`src/rtl/axi_pkg.sv`:
```
// Shared AXI4 encodings and the burst-master state enum.
package axi_pkg;

    localparam logic [1:0] BURST_FIXED = 2'b00;
    localparam logic [1:0] BURST_INCR  = 2'b01;
    localparam logic [1:0] BURST_WRAP  = 2'b10;

    localparam logic [1:0] RESP_OKAY   = 2'b00;
    localparam logic [1:0] RESP_EXOKAY = 2'b01;
    localparam logic [1:0] RESP_SLVERR = 2'b10;
    localparam logic [1:0] RESP_DECERR = 2'b11;

    localparam logic [2:0] SIZE_4B = 3'b010;

    localparam int unsigned LEN_W = 8;

    typedef enum logic [2:0] {
        ST_IDLE,
        ST_AW,
        ST_W,
        ST_B,
        ST_AR,
        ST_R,
        ST_DONE
    } state_t;

endpackage

```
`src/rtl/axi_beat_counter.sv`:
```
// Remaining-beat counter shared by the write and read data phases.
module axi_beat_counter
    import axi_pkg::*;
#(
    parameter int unsigned WIDTH = LEN_W
) (
    input  logic             clk,
    input  logic             rst,
    input  logic             load,
    input  logic [WIDTH-1:0] load_val,
    input  logic             dec,
    output logic             is_last
);

    logic [WIDTH-1:0] cnt;

    // Saturates at zero so a full 256-beat burst never wraps.
    always_ff @(posedge clk or posedge rst) begin
        if (rst) begin
            cnt <= '0;
        end else if (load) begin
            cnt <= load_val;
        end else if (dec && (cnt != '0)) begin
            cnt <= cnt - WIDTH'(1);
        end
    end

    assign is_last = (cnt == '0);

endmodule

```
`src/rtl/axi_burst_master.sv`:
```
// Single-outstanding AXI4 INCR burst initiator with write/read data streams.
module axi_burst_master
    import axi_pkg::*;
#(
    parameter int unsigned DATA_WIDTH = 32,
    parameter int unsigned ADDR_WIDTH = 32,
    parameter logic [3:0]  AXI_ID     = 4'b0000
) (
    input  logic                      clk,
    input  logic                      rst,

    input  logic                      cmd_valid,
    output logic                      cmd_ready,
    input  logic                      cmd_write,
    input  logic [ADDR_WIDTH-1:0]     cmd_addr,
    input  logic [7:0]                cmd_len,

    input  logic [DATA_WIDTH-1:0]     wr_data,
    input  logic                      wr_valid,
    output logic                      wr_ready,

    output logic [DATA_WIDTH-1:0]     rd_data,
    output logic                      rd_valid,
    input  logic                      rd_ready,
    output logic                      rd_last,

    output logic                      done,
    output logic                      err,

    output logic [3:0]                m_axi_awid,
    output logic [ADDR_WIDTH-1:0]     m_axi_awaddr,
    output logic [7:0]                m_axi_awlen,
    output logic [2:0]                m_axi_awsize,
    output logic [1:0]                m_axi_awburst,
    output logic                      m_axi_awvalid,
    input  logic                      m_axi_awready,

    output logic [DATA_WIDTH-1:0]     m_axi_wdata,
    output logic [DATA_WIDTH/8-1:0]   m_axi_wstrb,
    output logic                      m_axi_wlast,
    output logic                      m_axi_wvalid,
    input  logic                      m_axi_wready,

    input  logic [3:0]                m_axi_bid,
    input  logic [1:0]                m_axi_bresp,
    input  logic                      m_axi_bvalid,
    output logic                      m_axi_bready,

    output logic [3:0]                m_axi_arid,
    output logic [ADDR_WIDTH-1:0]     m_axi_araddr,
    output logic [7:0]                m_axi_arlen,
    output logic [2:0]                m_axi_arsize,
    output logic [1:0]                m_axi_arburst,
    output logic                      m_axi_arvalid,
    input  logic                      m_axi_arready,

    input  logic [3:0]                m_axi_rid,
    input  logic [DATA_WIDTH-1:0]     m_axi_rdata,
    input  logic [1:0]                m_axi_rresp,
    input  logic                      m_axi_rlast,
    input  logic                      m_axi_rvalid,
    output logic                      m_axi_rready
);

    state_t                state, state_nxt;
    logic [ADDR_WIDTH-1:0] addr_q;
    logic [7:0]            len_q;
    logic                  cnt_load, cnt_dec, is_last;
    logic                  err_set, err_clr;

    // Response IDs are not checked: only one ID is ever in flight.
    logic                  id_unused;
    assign id_unused = ^{m_axi_bid, m_axi_rid};

    axi_beat_counter #(.WIDTH(LEN_W)) u_beat_counter (
        .clk      (clk),
        .rst      (rst),
        .load     (cnt_load),
        .load_val (cmd_len),
        .dec      (cnt_dec),
        .is_last  (is_last)
    );

    always_ff @(posedge clk or posedge rst) begin
        if (rst) begin
            state <= ST_IDLE;
        end else begin
            state <= state_nxt;
        end
    end

    // Burst address/length held for the whole address phase.
    always_ff @(posedge clk or posedge rst) begin
        if (rst) begin
            addr_q <= '0;
            len_q  <= '0;
        end else if (cnt_load) begin
            addr_q <= cmd_addr;
            len_q  <= cmd_len;
        end
    end

    always_ff @(posedge clk or posedge rst) begin
        if (rst) begin
            err <= 1'b0;
        end else if (err_clr) begin
            err <= 1'b0;
        end else if (err_set) begin
            err <= 1'b1;
        end
    end

    assign m_axi_awid    = AXI_ID;
    assign m_axi_awaddr  = addr_q;
    assign m_axi_awlen   = len_q;
    assign m_axi_awsize  = SIZE_4B;
    assign m_axi_awburst = BURST_INCR;
    assign m_axi_arid    = AXI_ID;
    assign m_axi_araddr  = addr_q;
    assign m_axi_arlen   = len_q;
    assign m_axi_arsize  = SIZE_4B;
    assign m_axi_arburst = BURST_INCR;

    // Handshake outputs decode from state so reset drops them immediately.
    always_comb begin
        state_nxt     = state;
        cmd_ready     = 1'b0;
        cnt_load      = 1'b0;
        cnt_dec       = 1'b0;
        err_set       = 1'b0;
        err_clr       = 1'b0;
        done          = 1'b0;
        m_axi_awvalid = 1'b0;
        m_axi_arvalid = 1'b0;
        m_axi_wvalid  = 1'b0;
        m_axi_wdata   = '0;
        m_axi_wstrb   = '0;
        m_axi_wlast   = 1'b0;
        wr_ready      = 1'b0;
        m_axi_bready  = 1'b0;
        m_axi_rready  = 1'b0;
        rd_valid      = 1'b0;
        rd_data       = '0;
        rd_last       = 1'b0;

        case (state)
            ST_IDLE: begin
                cmd_ready = 1'b1;
                if (cmd_valid) begin
                    cnt_load  = 1'b1;
                    err_clr   = 1'b1;
                    state_nxt = cmd_write ? ST_AW : ST_AR;
                end
            end
            ST_AW: begin
                m_axi_awvalid = 1'b1;
                if (m_axi_awready) begin
                    state_nxt = ST_W;
                end
            end
            ST_W: begin
                m_axi_wvalid = wr_valid;
                wr_ready     = m_axi_wready;
                m_axi_wdata  = wr_data;
                m_axi_wstrb  = '1;
                m_axi_wlast  = is_last;
                if (wr_valid && m_axi_wready) begin
                    if (is_last) begin
                        state_nxt = ST_B;
                    end else begin
                        cnt_dec = 1'b1;
                    end
                end
            end
            ST_B: begin
                m_axi_bready = 1'b1;
                if (m_axi_bvalid) begin
                    err_set   = (m_axi_bresp != RESP_OKAY);
                    state_nxt = ST_DONE;
                end
            end
            ST_AR: begin
                m_axi_arvalid = 1'b1;
                if (m_axi_arready) begin
                    state_nxt = ST_R;
                end
            end
            ST_R: begin
                m_axi_rready = rd_ready;
                rd_valid     = m_axi_rvalid;
                rd_data      = m_axi_rdata;
                rd_last      = is_last;
                // Beat count, not rlast, decides where the burst ends.
                if (m_axi_rvalid && rd_ready) begin
                    err_set = (m_axi_rresp != RESP_OKAY) || (m_axi_rlast != is_last);
                    if (is_last) begin
                        state_nxt = ST_DONE;
                    end else begin
                        cnt_dec = 1'b1;
                    end
                end
            end
            ST_DONE: begin
                done      = 1'b1;
                state_nxt = ST_IDLE;
            end
            default: begin
                state_nxt = ST_IDLE;
            end
        endcase
    end

endmodule

```
`config.mk`:
```
export PLATFORM = sky130hd
export DESIGN_NAME = axi_burst_master
export DESIGN_NICKNAME = d
export VERILOG_FILES = /design/src/rtl/axi_pkg.sv /design/src/rtl/axi_beat_counter.sv /design/src/rtl/axi_burst_master.sv
export SDC_FILE = /design/constraint.sdc
export NUM_CORES = 1
export LEC_CHECK = 0
export CAP_MARGIN = 20
export CORE_ASPECT_RATIO = 0.5
export CORE_MARGIN = 2
export CORE_UTILIZATION = 25
export DETAILED_ROUTE_END_ITERATION = 16
export MAX_ROUTING_LAYER = met4
export PLACE_DENSITY_LB_ADDON = 0.05
export SETUP_SLACK_MARGIN = 0.02
export SLEW_MARGIN = 5
export SYNTH_ARGS = -nofsm -noshare
export SYNTH_HDL_FRONTEND = slang
export SYNTH_SLANG_ARGS = --single-unit
```
`constraint.sdc`:
```
create_clock -name clk -period 6.3 [get_ports clk]
set_input_delay 0.63 -clock clk [delete_from_list [all_inputs] [get_ports clk]]
set_output_delay 0.63 -clock clk [all_outputs]
set_load 0.05 [all_outputs]
```
==> flow_metrics.tcl <==
set metrics [dict create \
    rows 29 \
    cts_buffer_depth 2 \
    syn_inst 412 \
    crit_required_ns 5.67 \
    vias_per_cell 4.16 \
    r2r-end "state[0]$_DFFE_PP0P_" \
    n_antenna_cell 0 \
    drt_pass1_iterations 4 \
    async_reset_ff_share_pct 100 \
    hold_violations 0 \
    finalSetupTns_ns 0 \
    min_period_ns 3.75 \
    cts_root_buf "clkbuf_16" \
    final_area_um2 6050 \
    vias 3352 \
    tritoncts "yes" \
    syn_area_per_cell_um2 8.06 \
    ys_ff_latch 52 \
    worst_clock_skew_ns 0.00996 \
    antenna_found_initial 0 \
    rr_startpoint "state[1]$_DFFE_PP0P_" \
    grt_pass1_wl_um 17400 \
    dieWidth_um 167 \
    initial_core_util_pct 25.9 \
    ctsResizeCount 0 \
    layout_common_cells "clkdlybuf4s50_1, nand2_1, and2_1" \
    fin_nets 764 \
    period_share_pct 59.5 \
    status "finished, final reports clean" \
    grt_pass1_vias 3202 \
    layout_commonest_cell "clkdlybuf4s50_1" \
    io_pins 306 \
    hold_slack_ns 0.504 \
    coreArea_um2 12800 \
    grt_overflow_total 0 \
    syn_area_um2 3320 \
    holdBufCountCts 0 \
    critPathArrivalTime_ns 3.12 \
    r2r_slack_ns 3.85 \
    yosysSeqAreaShare_pct 39.2 \
    powerDensity_nw_per_um2 575 \
    cts.sinks 52 \
    io_buffers 279 \
    place.gp.congestion 0.798 \
    grt_usage_pct 15.7 \
    n_fill_cell 1261 \
    route.detailed.drc 0 \
    critPathKind "flip-flop to output pin" \
    ir_drop_mv 0.369 \
    postRouteAntennaNets 0 \
    cts_htree_levels 2 \
    drv_slew 0 \
    place_area_um2 5850 \
    numCtsBuffers 5 \
    worstRegToRegCells 5 \
    drive_gt1_share_pct 2.99 \
    synth-edff-count 0 \
    syn2layout_area_growth_pct 82.1 \
    drt-wirelength-per-cell_um 14.0 \
    tightest_slew_ns 0.886 \
    cap_viol_max_count 0 \
    min_path_cells 2 \
    yosysUniqueCellTypes 42 \
    fmax_mhz 267 \
    worstSetupStartpointType "flip-flop" \
    post_cts_buffers 0 \
    grt_max_degree 53 \
    p_leak_uw 0.00262 \
    wirelength_um 11300 \
    fp.dieH_um 85.5 \
    timing.critical_path.to "m_axi_wdata[0]" \
    synth-main-ff-cell "dfrtp_1" \
    crit_start "state[1]$_DFFE_PP0P_" \
    clk_latency_ns 0.29 \
    path_clk_slew_ns 0.07 \
    dieArea_um2 14300 \
    path_max_fanout 39 \
    setup_viol 0 \
    rsz0062_at_grt "no" \
    dr.first_iter.drc_count 130 \
    slew-limit-headroom_pct 40.9 \
    ys_warn_count 0 \
    cp-end-kind "output pin" \
    place_hpwl_um 8740 \
    hp-class "flip-flop to flip-flop" \
]
[per-stage QoR]
step | setup slack (ns) | util, % | std cells | power [uW]
detailed placement | 2.84 | 45.7 | 797 | 3150
global placement | 2.82 | 45.7 | 797 | 3140
CTS | 2.50 | 47.2 | 805 | 3520
finish | 2.55 | 47.2 | 805 | 3480
floorplan | 3.39 | - | 428 | 2480
global route | 2.26 | 47.2 | 805 | 3660
[layer usage]
metal	part of all wire, %	wire [um]	up-vias	GRT usage (%)
li1	-	-	1671	-
met5	0	0	-	-
met3	7.1	799	12	3.97
met2	51	5810	136	26.6
met4	1.3	147	0	3.61
met1	40	4530	1533	19.2
[cells by family (layout without fill, tap and decap cells)]
logic type | after synthesis | after routing | synth area share (%)
fa+ha+maj | 2 | 2 | 0.753
compound gates | 27 | 27 | 5.73
buf+inv | 93 | 300 | 18.2
other cells | 2 | 18 | 0.226
xor+xnor | 1 | 1 | 0.264
mux | 1 | 1 | 0.301
simple gates | 234 | 234 | 35.4
flops | 52 | 52 | 39.2
[layout make-up]
cell class	instances	area (um2)	area share, %
clock buffer	5	125	2.07
clock inverter	3	68.8	1.14
inverter	10	37.5	0.621
multi-input combinational	283	1490	24.6
sequential	52	1300	21.5
tap	170	213	3.52
timing repair buffer	282	2820	46.6
[cell usage after synthesis (2+ instances only)]
cell,n,area (um2)
a21o_1,2,15.0
a21oi_1,3,15.0
a31oi_1,2,12.5
and2_1,70,438
buf_2,2,10.0
buf_4,61,458
buf_6,3,33.8
clkbuf_1,17,63.8
conb_1,2,7.51
dfrtp_1,52,1300
ha_1,2,25.0
inv_1,10,37.5
nand2_1,119,447
nand3_1,7,35.0
nand3b_1,2,15.0
nor2_1,5,18.8
nor3_1,6,30.0
nor3b_1,4,30.0
nor4_1,2,12.5
o211ai_1,6,45.0
o21ai_0,3,15.0
o22ai_1,3,18.8
or2_2,2,12.5
or3_1,4,25.0
or3b_1,2,17.5
or3b_2,2,17.5
or4_1,4,30.0
[worst max-delay path: stages, from the launching register on]
cell and delay [ns]:
dfrtp_1 0.64, or3b_1 0.45, inv_1 0.67, and2_1 0.23, clkdlybuf4s50_1 0.83
[how the worst min path moves through the flow]
stage | startpoint | endpoint | slack [ns]
finish | m_axi_araddr[13]$_DFFE_PP0P_ | m_axi_araddr[13]$_DFFE_PP0P_ | 0.50
global route | m_axi_araddr[24]$_DFFE_PP0P_ | m_axi_araddr[24]$_DFFE_PP0P_ | 0.54
CTS | m_axi_arlen[1]$_DFFE_PP0P_ | m_axi_arlen[1]$_DFFE_PP0P_ | 0.51
detailed placement | m_axi_araddr[13]$_DFFE_PP0P_ | m_axi_araddr[13]$_DFFE_PP0P_ | 0.49
global placement | m_axi_araddr[14]$_DFFE_PP0P_ | m_axi_araddr[14]$_DFFE_PP0P_ | 0.49
floorplan | u_beat_counter.cnt[6]$_DFFE_PP0P_ | u_beat_counter.cnt[6]$_DFFE_PP0P_ | 0.53
[sequential cells by signal, indices dropped and copies added, names as in the netlist]
register and cells:
err 1, state 3, m_axi_araddr 32, u_beat_counter.cnt 8
m_axi_arlen 8
[power breakdown]
part           internal, uW  switching, uW
clock network           229            126
registers               489            155
logic                   809           1670
total                  1530           1950
Power figures use the tool's default switching activity.
